===== config.mk =====
export PLATFORM = sky130hd
export DESIGN_NAME = hazard_ctrl
export DESIGN_NICKNAME = d
export VERILOG_FILES = /design/src/rtl/hazard_ctrl.sv
export SDC_FILE = /design/constraint.sdc
export NUM_CORES = 1
export LEC_CHECK = 0
export ABC_AREA = 1
export BUFFER_PORTS_ARGS = -buffer_cell sky130_fd_sc_hd__buf_2
export CAP_MARGIN = 20
export CORE_AREA = 3 3 70 72
export CTS_CLUSTER_DIAMETER = 200
export DETAILED_ROUTE_END_ITERATION = 10
export DIE_AREA = 0 0 73 75
export HOLD_SLACK_MARGIN = 0.15
export PLACE_DENSITY = 0.76
export SETUP_SLACK_MARGIN = 0.4
export SLEW_MARGIN = 20
export SYNTH_ARGS = -nofsm -noshare
export SYNTH_HDL_FRONTEND = slang
export SYNTH_SLANG_ARGS = --single-unit

===== constraint.sdc =====
create_clock -name clk -period 3.5 [get_ports clk]
set_clock_uncertainty 0.15 [all_clocks]
set_input_delay 0.175 -clock clk [delete_from_list [all_inputs] [get_ports clk]]
set_output_delay 0.175 -clock clk [all_outputs]
set_load 0.1 [all_outputs]

===== src/rtl/hazard_ctrl.sv =====
// Hazard controller for the 5-stage MIPS core: shadow E/M/W descriptors, decode stall,
// bypass-select generation and the multiply/divide busy window.
module hazard_ctrl #(
  parameter int unsigned MULT_CYCLES = 5,
  parameter int unsigned DIV_CYCLES  = 10
) (
  input  logic       clk,
  input  logic       reset,
  input  logic [4:0] rs_D,
  input  logic [4:0] rt_D,
  input  logic [1:0] rs_use_D,
  input  logic [1:0] rt_use_D,
  input  logic       rt_store_D,
  input  logic [4:0] dst_D,
  input  logic [1:0] res_D,
  input  logic       md_start_D,
  input  logic       md_div_D,
  input  logic       md_read_D,
  output logic       stall,
  output logic [1:0] bypass_rs_b,
  output logic [1:0] bypass_rt_b,
  output logic [1:0] bypass_rs_jr,
  output logic [1:0] bypass_rt_ji,
  output logic [1:0] bypass_rs_alu,
  output logic [1:0] bypass_rt_alu,
  output logic       bypass_rt_mem,
  output logic       md_busy
);

  localparam logic [1:0] ResNone = 2'd0;
  localparam logic [1:0] ResPc8  = 2'd1;
  localparam logic [1:0] ResAlu  = 2'd2;
  localparam logic [1:0] ResLoad = 2'd3;

  localparam logic [1:0] UseBranch = 2'd1;
  localparam logic [1:0] UseAlu    = 2'd3;

  localparam logic [3:0] MultLoad = 4'(MULT_CYCLES);
  localparam logic [3:0] DivLoad  = 4'(DIV_CYCLES);

  logic [4:0] e_rs_q, e_rt_q, e_dst_q, m_rt_q, m_dst_q, w_dst_q;
  logic [1:0] e_res_q, m_res_q, w_res_q;
  logic [3:0] md_cnt_q, md_cnt_d;

  function automatic logic hit(input logic [4:0] dst, input logic [1:0] res,
                               input logic [4:0] op);
    return (dst == op) && (dst != 5'd0) && (res != ResNone);
  endfunction

  logic [1:0] tnew_e, tnew_m, tuse_rs, tuse_rt;
  logic       e_rs, e_rt, m_rs, m_rt, w_rs, w_rt;
  logic       stall_rs, stall_rt, stall_st, data_stall, busy_stall;

  always_comb begin
    unique case (e_res_q)
      ResAlu:  tnew_e = 2'd1;
      ResLoad: tnew_e = 2'd2;
      default: tnew_e = 2'd0;
    endcase
    tnew_m  = (m_res_q == ResLoad) ? 2'd1 : 2'd0;
    tuse_rs = (rs_use_D == UseAlu) ? 2'd1 : 2'd0;
    tuse_rt = (rt_use_D == UseAlu) ? 2'd1 : 2'd0;

    e_rs = hit(e_dst_q, e_res_q, rs_D);
    e_rt = hit(e_dst_q, e_res_q, rt_D);
    m_rs = hit(m_dst_q, m_res_q, rs_D);
    m_rt = hit(m_dst_q, m_res_q, rt_D);
    w_rs = hit(w_dst_q, w_res_q, rs_D);
    w_rt = hit(w_dst_q, w_res_q, rt_D);

    // Branch compares have no E bypass, so any E producer stalls them.
    stall_rs = (rs_use_D != 2'd0) &&
               ((e_rs && ((tnew_e > tuse_rs) || (rs_use_D == UseBranch))) ||
                (m_rs && (tnew_m > tuse_rs)));
    stall_rt = (rt_use_D != 2'd0) &&
               ((e_rt && ((tnew_e > tuse_rt) || (rt_use_D == UseBranch))) ||
                (m_rt && (tnew_m > tuse_rt)));
    stall_st = rt_store_D && ((e_rt && (tnew_e > 2'd2)) || (m_rt && (tnew_m > 2'd2)));

    data_stall = stall_rs || stall_rt || stall_st;
    busy_stall = (md_start_D || md_read_D) && (md_cnt_q != 4'd0);
    stall      = data_stall || busy_stall;
    md_busy    = (md_cnt_q != 4'd0);
  end

  always_comb begin
    bypass_rs_b = m_rs ? 2'd1 : (w_rs ? 2'd2 : 2'd0);
    bypass_rt_b = m_rt ? 2'd1 : (w_rt ? 2'd2 : 2'd0);

    bypass_rs_jr = (e_rs && (e_res_q == ResPc8)) ? 2'd1 :
                   m_rs ? 2'd2 : (w_rs ? 2'd3 : 2'd0);
    bypass_rt_ji = (e_rt && (e_res_q == ResPc8)) ? 2'd1 :
                   m_rt ? 2'd2 : (w_rt ? 2'd3 : 2'd0);

    bypass_rs_alu = (hit(m_dst_q, m_res_q, e_rs_q) && (m_res_q != ResLoad)) ? 2'd1 :
                    hit(w_dst_q, w_res_q, e_rs_q) ? 2'd2 : 2'd0;
    bypass_rt_alu = (hit(m_dst_q, m_res_q, e_rt_q) && (m_res_q != ResLoad)) ? 2'd1 :
                    hit(w_dst_q, w_res_q, e_rt_q) ? 2'd2 : 2'd0;

    bypass_rt_mem = hit(w_dst_q, w_res_q, m_rt_q);
  end

  always_comb begin
    md_cnt_d = md_cnt_q;
    if (md_start_D && !stall) begin
      md_cnt_d = md_div_D ? DivLoad : MultLoad;
    end else if (md_cnt_q != 4'd0) begin
      md_cnt_d = md_cnt_q - 4'd1;
    end
  end

  always_ff @(posedge clk) begin
    if (reset) begin
      e_rs_q   <= '0;
      e_rt_q   <= '0;
      e_dst_q  <= '0;
      e_res_q  <= ResNone;
      m_rt_q   <= '0;
      m_dst_q  <= '0;
      m_res_q  <= ResNone;
      w_dst_q  <= '0;
      w_res_q  <= ResNone;
      md_cnt_q <= '0;
    end else begin
      if (stall) begin
        e_rs_q  <= '0;
        e_rt_q  <= '0;
        e_dst_q <= '0;
        e_res_q <= ResNone;
      end else begin
        e_rs_q  <= rs_D;
        e_rt_q  <= rt_D;
        e_dst_q <= dst_D;
        e_res_q <= res_D;
      end
      m_rt_q   <= e_rt_q;
      m_dst_q  <= e_dst_q;
      m_res_q  <= e_res_q;
      w_dst_q  <= m_dst_q;
      w_res_q  <= m_res_q;
      md_cnt_q <= md_cnt_d;
    end
  end

endmodule

After elaboration in Yosys (flattened, before gate mapping)
Cells that the tools add are included.
{"block": "word_totals", "ff_bits": 40, "input_bits": 27, "out_inout_bits": 15, "word_cells": 116}
{"block": "classes", "n_addsub": 1, "magnitude_cmp": 6, "eq_ne": 20, "mux": 21, "reduce_logical": 58}
{"cell": "$eq 5x5->1", "count": 11}
{"cell": "$logic_and 1x1->1", "count": 37}
{"cell": "$mux 2", "count": 14}
{"cell": "$reduce_bool 5->1", "count": 3}
{"cell": "$mux 4", "count": 3}
{"cell": "$reduce_bool 2->1", "count": 6}
{"cell": "$eq 2x2->1 const B", "count": 5}
{"cell": "$logic_or 1x1->1", "count": 9}
{"cell": "$eq 2x1->1 const B", "count": 3}
{"cell": "$gt 2x1->1", "count": 2}
{"cell": "$pmux 2 s2", "count": 1}
{"cell": "$reduce_bool 4->1", "count": 1}
{"cell": "$sub 4x1->4 const B", "count": 1}
{"cell": "$mux 1", "count": 3}
{"cell": "$gt 1x1->1", "count": 2}
{"cell": "$gt 1x2->1 const B", "count": 1}
{"cell": "$gt 2x2->1 const B", "count": 1}
{"cell": "$ne 2x2->1 const B", "count": 1}
{"cell": "$reduce_or 2->1", "count": 1}
{"cell": "$logic_not 1->1", "count": 1}

Logic depth before layout (Yosys ltp)
{"block": "logic_depth", "word_depth": 13, "depth_mapped": 14, "mapped_depth_nobuf": 14}

Worst setup path before layout
OpenSTA, ideal clock, no wires.
{"block": "synth_path", "path_type": "register to output", "from": "register m_dst_q[2]", "to": "output bypass_rt_alu[1]", "arrival_ps": 5321, "t_required_ps": 3175, "slack_ps": -2146, "path_stages_with_launch": 6, "path_buffers": 0, "cell_sequence": "dfxtp_1 > o22ai_1 > a221oi_1 > nand2_1 > nor4_1 > nor2_1"}
{"block": "synth_via", "elab_chain_len": 5, "word_cells_on_any_way": 6}
{"item": "from (decl)", "line_no": "41", "source": "logic [4:0] e_rs_q, e_rt_q, e_dst_q, m_rt_q, m_dst_q, w_dst_q;"}
{"item": "from (signal assigned)", "line_no": "137", "source": "m_dst_q <= e_dst_q;"}
{"item": "$eq 5x5->1 or $reduce_bool 5->1 (tied branches)", "line_no": "47", "source": "return (dst == op) && (dst != 5'd0) && (res != ResNone);"}
{"item": "$logic_and 1x1->1 * (2 in a row)", "line_no": "47"}
{"item": "$logic_and 1x1->1 *", "line_no": "97", "source": "bypass_rt_alu = (hit(m_dst_q, m_res_q, e_rt_q) && (m_res_q != ResLoad)) ? 2'd1 :"}
{"item": "$mux 2 *", "line_no": "97"}
{"item": "to (decl)", "line_no": "25", "source": "output logic [1:0] bypass_rt_alu,"}
Mark *: on every way between the ends. The rest lies on a longest branch, timed or not.

Worst setup path after layout
{"block": "layout_path", "from": "input rs_D[1]", "to": "output bypass_rs_jr[0]"}
{"block": "layout_via", "elab_chain_len": 6, "word_cells_on_any_way": 13}
{"item": "from (decl)", "line_no": "9", "source": "input logic [4:0] rs_D,"}
{"item": "$eq 5x5->1", "line_no": "47"}
{"item": "$logic_and 1x1->1 (2 in a row)", "line_no": "47"}
{"item": "$mux 2 (2 in a row)", "line_no": "91", "source": "m_rs ? 2'd2 : (w_rs ? 2'd3 : 2'd0);"}
{"item": "$mux 2 *", "line_no": "90", "source": "bypass_rs_jr = (e_rs && (e_res_q == ResPc8)) ? 2'd1 :"}
{"item": "to (decl)", "line_no": "22", "source": "output logic [1:0] bypass_rs_jr,"}
Marks and branches as above.

==> metrics.md <==
| Metric | Value |
|---|---|
| Pwr Density | `between 500 and 600 nW/µm²` |
| GRT Total Usage | `between 20% and 30%` |
| Reg clk slew, reported paths | `approximately 0.08 ns` |
| Post-DP Area | `~2600 µm²` |
| Pins Over Slew Limit | `0` |
| Setup violations, final | `0` |
| Worst Hold Class | `in2reg` |
| Peak Freq | `approximately 0.36 GHz` |
| CP endpoint kind | `output port` |
| Initial antenna violation count | `0` |
| Die area | `between 5000 and 6000 µm²` |
| Largest net degree at the start of global routing | `23` |
| Area grow syn2layout | `21.2%` |
| Port bufs | `40` |
| Worst Slack Setup Final | `between 0.7 and 0.8 ns` |
| Total Wirelength | `between 5000 and 6000 µm` |
| TritonCTS Buffers | `5` |
| Synth cell types | `35` |
| RSZ-0062 raised after global routing | `no` |
| WP data required | `around 3.2 ns` |
| DRT Pass-1 Iters | `4` |
| Async set-reset flop share out of synthesis | `0%` |
| Root Buffer | `clkbuf_8` |
| Fin area | `around 2800 µm²` |
| Tmin final | `about 2.8 ns` |
| Clk sink count | `40` |
| First-pass GRT wire length | `9920 µm` |
| Clk buf depth | `2` |
| Crit Path Class | `in2out` |
| Final Cycle Share | `roughly 80%` |
| WP data arrival | `around 2.5 ns` |
| Leakage | `1.39 nW` |
| GPL Wtd Cong | `between 0.9 and 1` |
| DRC Markers | `0` |
| Final HPWL DP | `4330 µm` |
| Synth Warn # | `0` |
| Setup TNS | `0 ns` |
| Die Wd | `73 µm` |
| Syn nets | `372` |
| Worst Tran Pin Value | `just under 0.6 ns` |
| Final Hold Fails | `0` |
| Nature of the critical path startpoint | `primary input` |
| Effective utilization at floorplan | `between 50% and 60%` |
| Setup WS pre-CTS | `1.15 ns` |
| Status | `complete, no violations` |
| CTS tree | `yes` |
| Mapped cell area | `around 2300 µm²` |
| Via count | `between 2000 and 2500` |
| Final core area utilization | `65.2%` |
| Core area | `between 4000 and 5000 µm²` |
| VDD IR max | `~0.26 mV` |
| Synth Instances | `roughly 340` |
| Post-synth EDFFs | `0` |
| Hold-fix buffers at CTS | `19` |
| Max-cap viol count | `0` |
| Vias per cell | `a little over 5` |
| Nets | `between 400 and 500` |
| Initial DRC Count | `~90` |
| Mapped Avg Cell Area | `just under 7 µm²` |
| Ports | `42` |
| Post-CTS Resized | `0` |
| Fill cells | `around 390` |
| Rows | `24` |
| Total grt overflow | `0` |
| Synth Flop Type | `dfxtp_1` |
| Setup Buffers After CTS | `0` |
| Ratio of cells with drive above 1 in the final layout | `19.3%` |
| Diodes inserted | `0` |
| Crit Path Max Fanout | `6` |
| Multi-input gate area | `between 1000 and 1500 µm²` |
| Register area | `between 800 and 900 µm²` |
| Clock Latency Late Sink | `between 0.2 and 0.3 ns` |
| Number of global-route vias before repair | `roughly 2200` |
| Slew margin rel. | `roughly three fifths` |
| CTS H-tree depth | `2` |
| Per-cell routed wire length | `roughly 13 µm` |
| Detail Route Antenna Nets | `0` |
| #FFs+latches synth | `40` |
| Seq/Total Area, Yosys | `34.2%` |
| Chip height | `between 70 and 80 µm` |
==> worst max-delay path: stages <==
cell	delay [ns]
dlygate4sd3_1	0.54
buf_2	0.13
inv_1	0.18
o22ai_1	0.10
a21oi_1	0.13
nand2_1	0.06
nor4_1	0.46
inv_1	0.11
o21ai_1	0.14
buf_2	0.44
==> cells in the mapped netlist, types with 2 or more instances <==
cell       count  area (µm²)
nand2_1       66         248
inv_1         58         218
nor2_1        55         206
dfxtp_1       40         801
xnor2_1       14         123
nand3_1       11        55.1
nor2_2        11        68.8
nand4_1        9        56.3
o22ai_1        8        50.1
xor2_1         8        70.1
nor4_1         6        37.5
o21ai_0        6        30.0
a21oi_1        4        20.0
ha_1           4        50.1
inv_2          4        15.0
or2_2          4        25.0
a211oi_1       3        22.5
buf_2          3        15.0
o21ai_1        3        15.0
a2111oi_0      2        17.5
a221oi_1       2        17.5
buf_4          2        15.0
buf_6          2        22.5
clkbuf_1       2        7.51
nand2_2        2        12.5
nand3_2        2        20.0
o211ai_1       2        15.0
==> metrics by stage <==
stage | hold slack [ns] | power (mW) | std cells
2_1_floorplan | 0.0974 | 1.18 | 341
3_3_place_gp | 0.237 | 1.30 | 424
3_5_place_dp | 0.245 | 1.31 | 424
4_1_cts | 0.155 | 1.62 | 450
5_1_grt | 0.168 | 1.74 | 450
6_report | 0.160 | 1.62 | 450
==> routing by layer <==
layer | up-vias | share of wire, % | wire length, µm | track usage, %
met5 | - | 0 | 0 | 0
met4 | 0 | 4.0 | 237 | 12.1
met3 | 23 | 5.3 | 314 | 5.47
met2 | 72 | 48 | 2840 | 40.1
met1 | 1052 | 43 | 2540 | 27.7
li1 | 1181 | - | - | -
==> cell type report <==
cell class,instances,share of cell area [%]
Multi-Input combinational cell,229,44.6
Sequential cell,40,28.2
Timing Repair Buffer,59,13.8
Inverter,63,8.37
Clock buffer,6,2.56
Tap cell,52,2.29
Clock inverter,1,0.176
==> report_power, final <==
part,switching (mW),internal (mW)
registers,0.0619,0.533
clock network,0.155,0.136
logic,0.494,0.236
total,0.711,0.905
==> logic make-up after synthesis <==
| logic type | count (synthesis) | synth area share (%) |
|---|---|---|
| AO/OA/AOI/OAI | 32 | 9.19 |
| XOR/XNOR | 22 | 8.23 |
| adder cells (fa/ha/maj) | 4 | 2.14 |
| buffers and inverters | 72 | 12.7 |
| flip-flops | 40 | 34.2 |
| AND/OR/NAND/NOR | 171 | 33.5 |
==> worst paths after layout <==
path,to,slack [ns],from,depth (start not counted)
worst max-delay path,bypass_rs_jr[0],0.71,rs_D[1],10
worst max register to register,md_cnt_q[3],1.08,m_dst_q[1],10
worst min-delay path,m_dst_q[3],0.16,reset,2
worst min register to register,w_res_q[1],0.29,m_res_q[1],2
==> placed cells by master, fill, tap and decap left out, types with 2 or more instances in the layout <==
cell           synthesis  layout
o211ai_1               2       2
nand2_1               66      66
clkbuf_8               0       5
a21oi_1                4       4
nor2_1                55      54
dfxtp_1               40      40
xor2_1                 8       8
xnor2_1               14      14
a211oi_1               3       3
a221oi_1               2       2
o22ai_1                8       8
ha_1                   4       4
inv_2                  4       4
inv_1                 58      58
or2_2                  4       4
buf_2                  3      40
o21ai_0                6       5
dlygate4sd3_1          0      19
nand3_2                2       2
nand2_2                2       2
a2111oi_0              2       2
clkinv_2               1       2
nor2_2                11      12
nor4_2                 1       2
nand3_1               11      11
o21ai_1                3       4
nor4_1                 6       4
nand4_1                9       9
==> state kept, by name, summed over array words and instances (netlist names) <==
name	count
e_rt_q	5
e_res_q	2
md_cnt_q	4
e_rs_q	5
m_res_q	2
m_rt_q	5
w_dst_q	5
m_dst_q	5
w_res_q	2
e_dst_q	5
(Power assumes the default switching activity.)
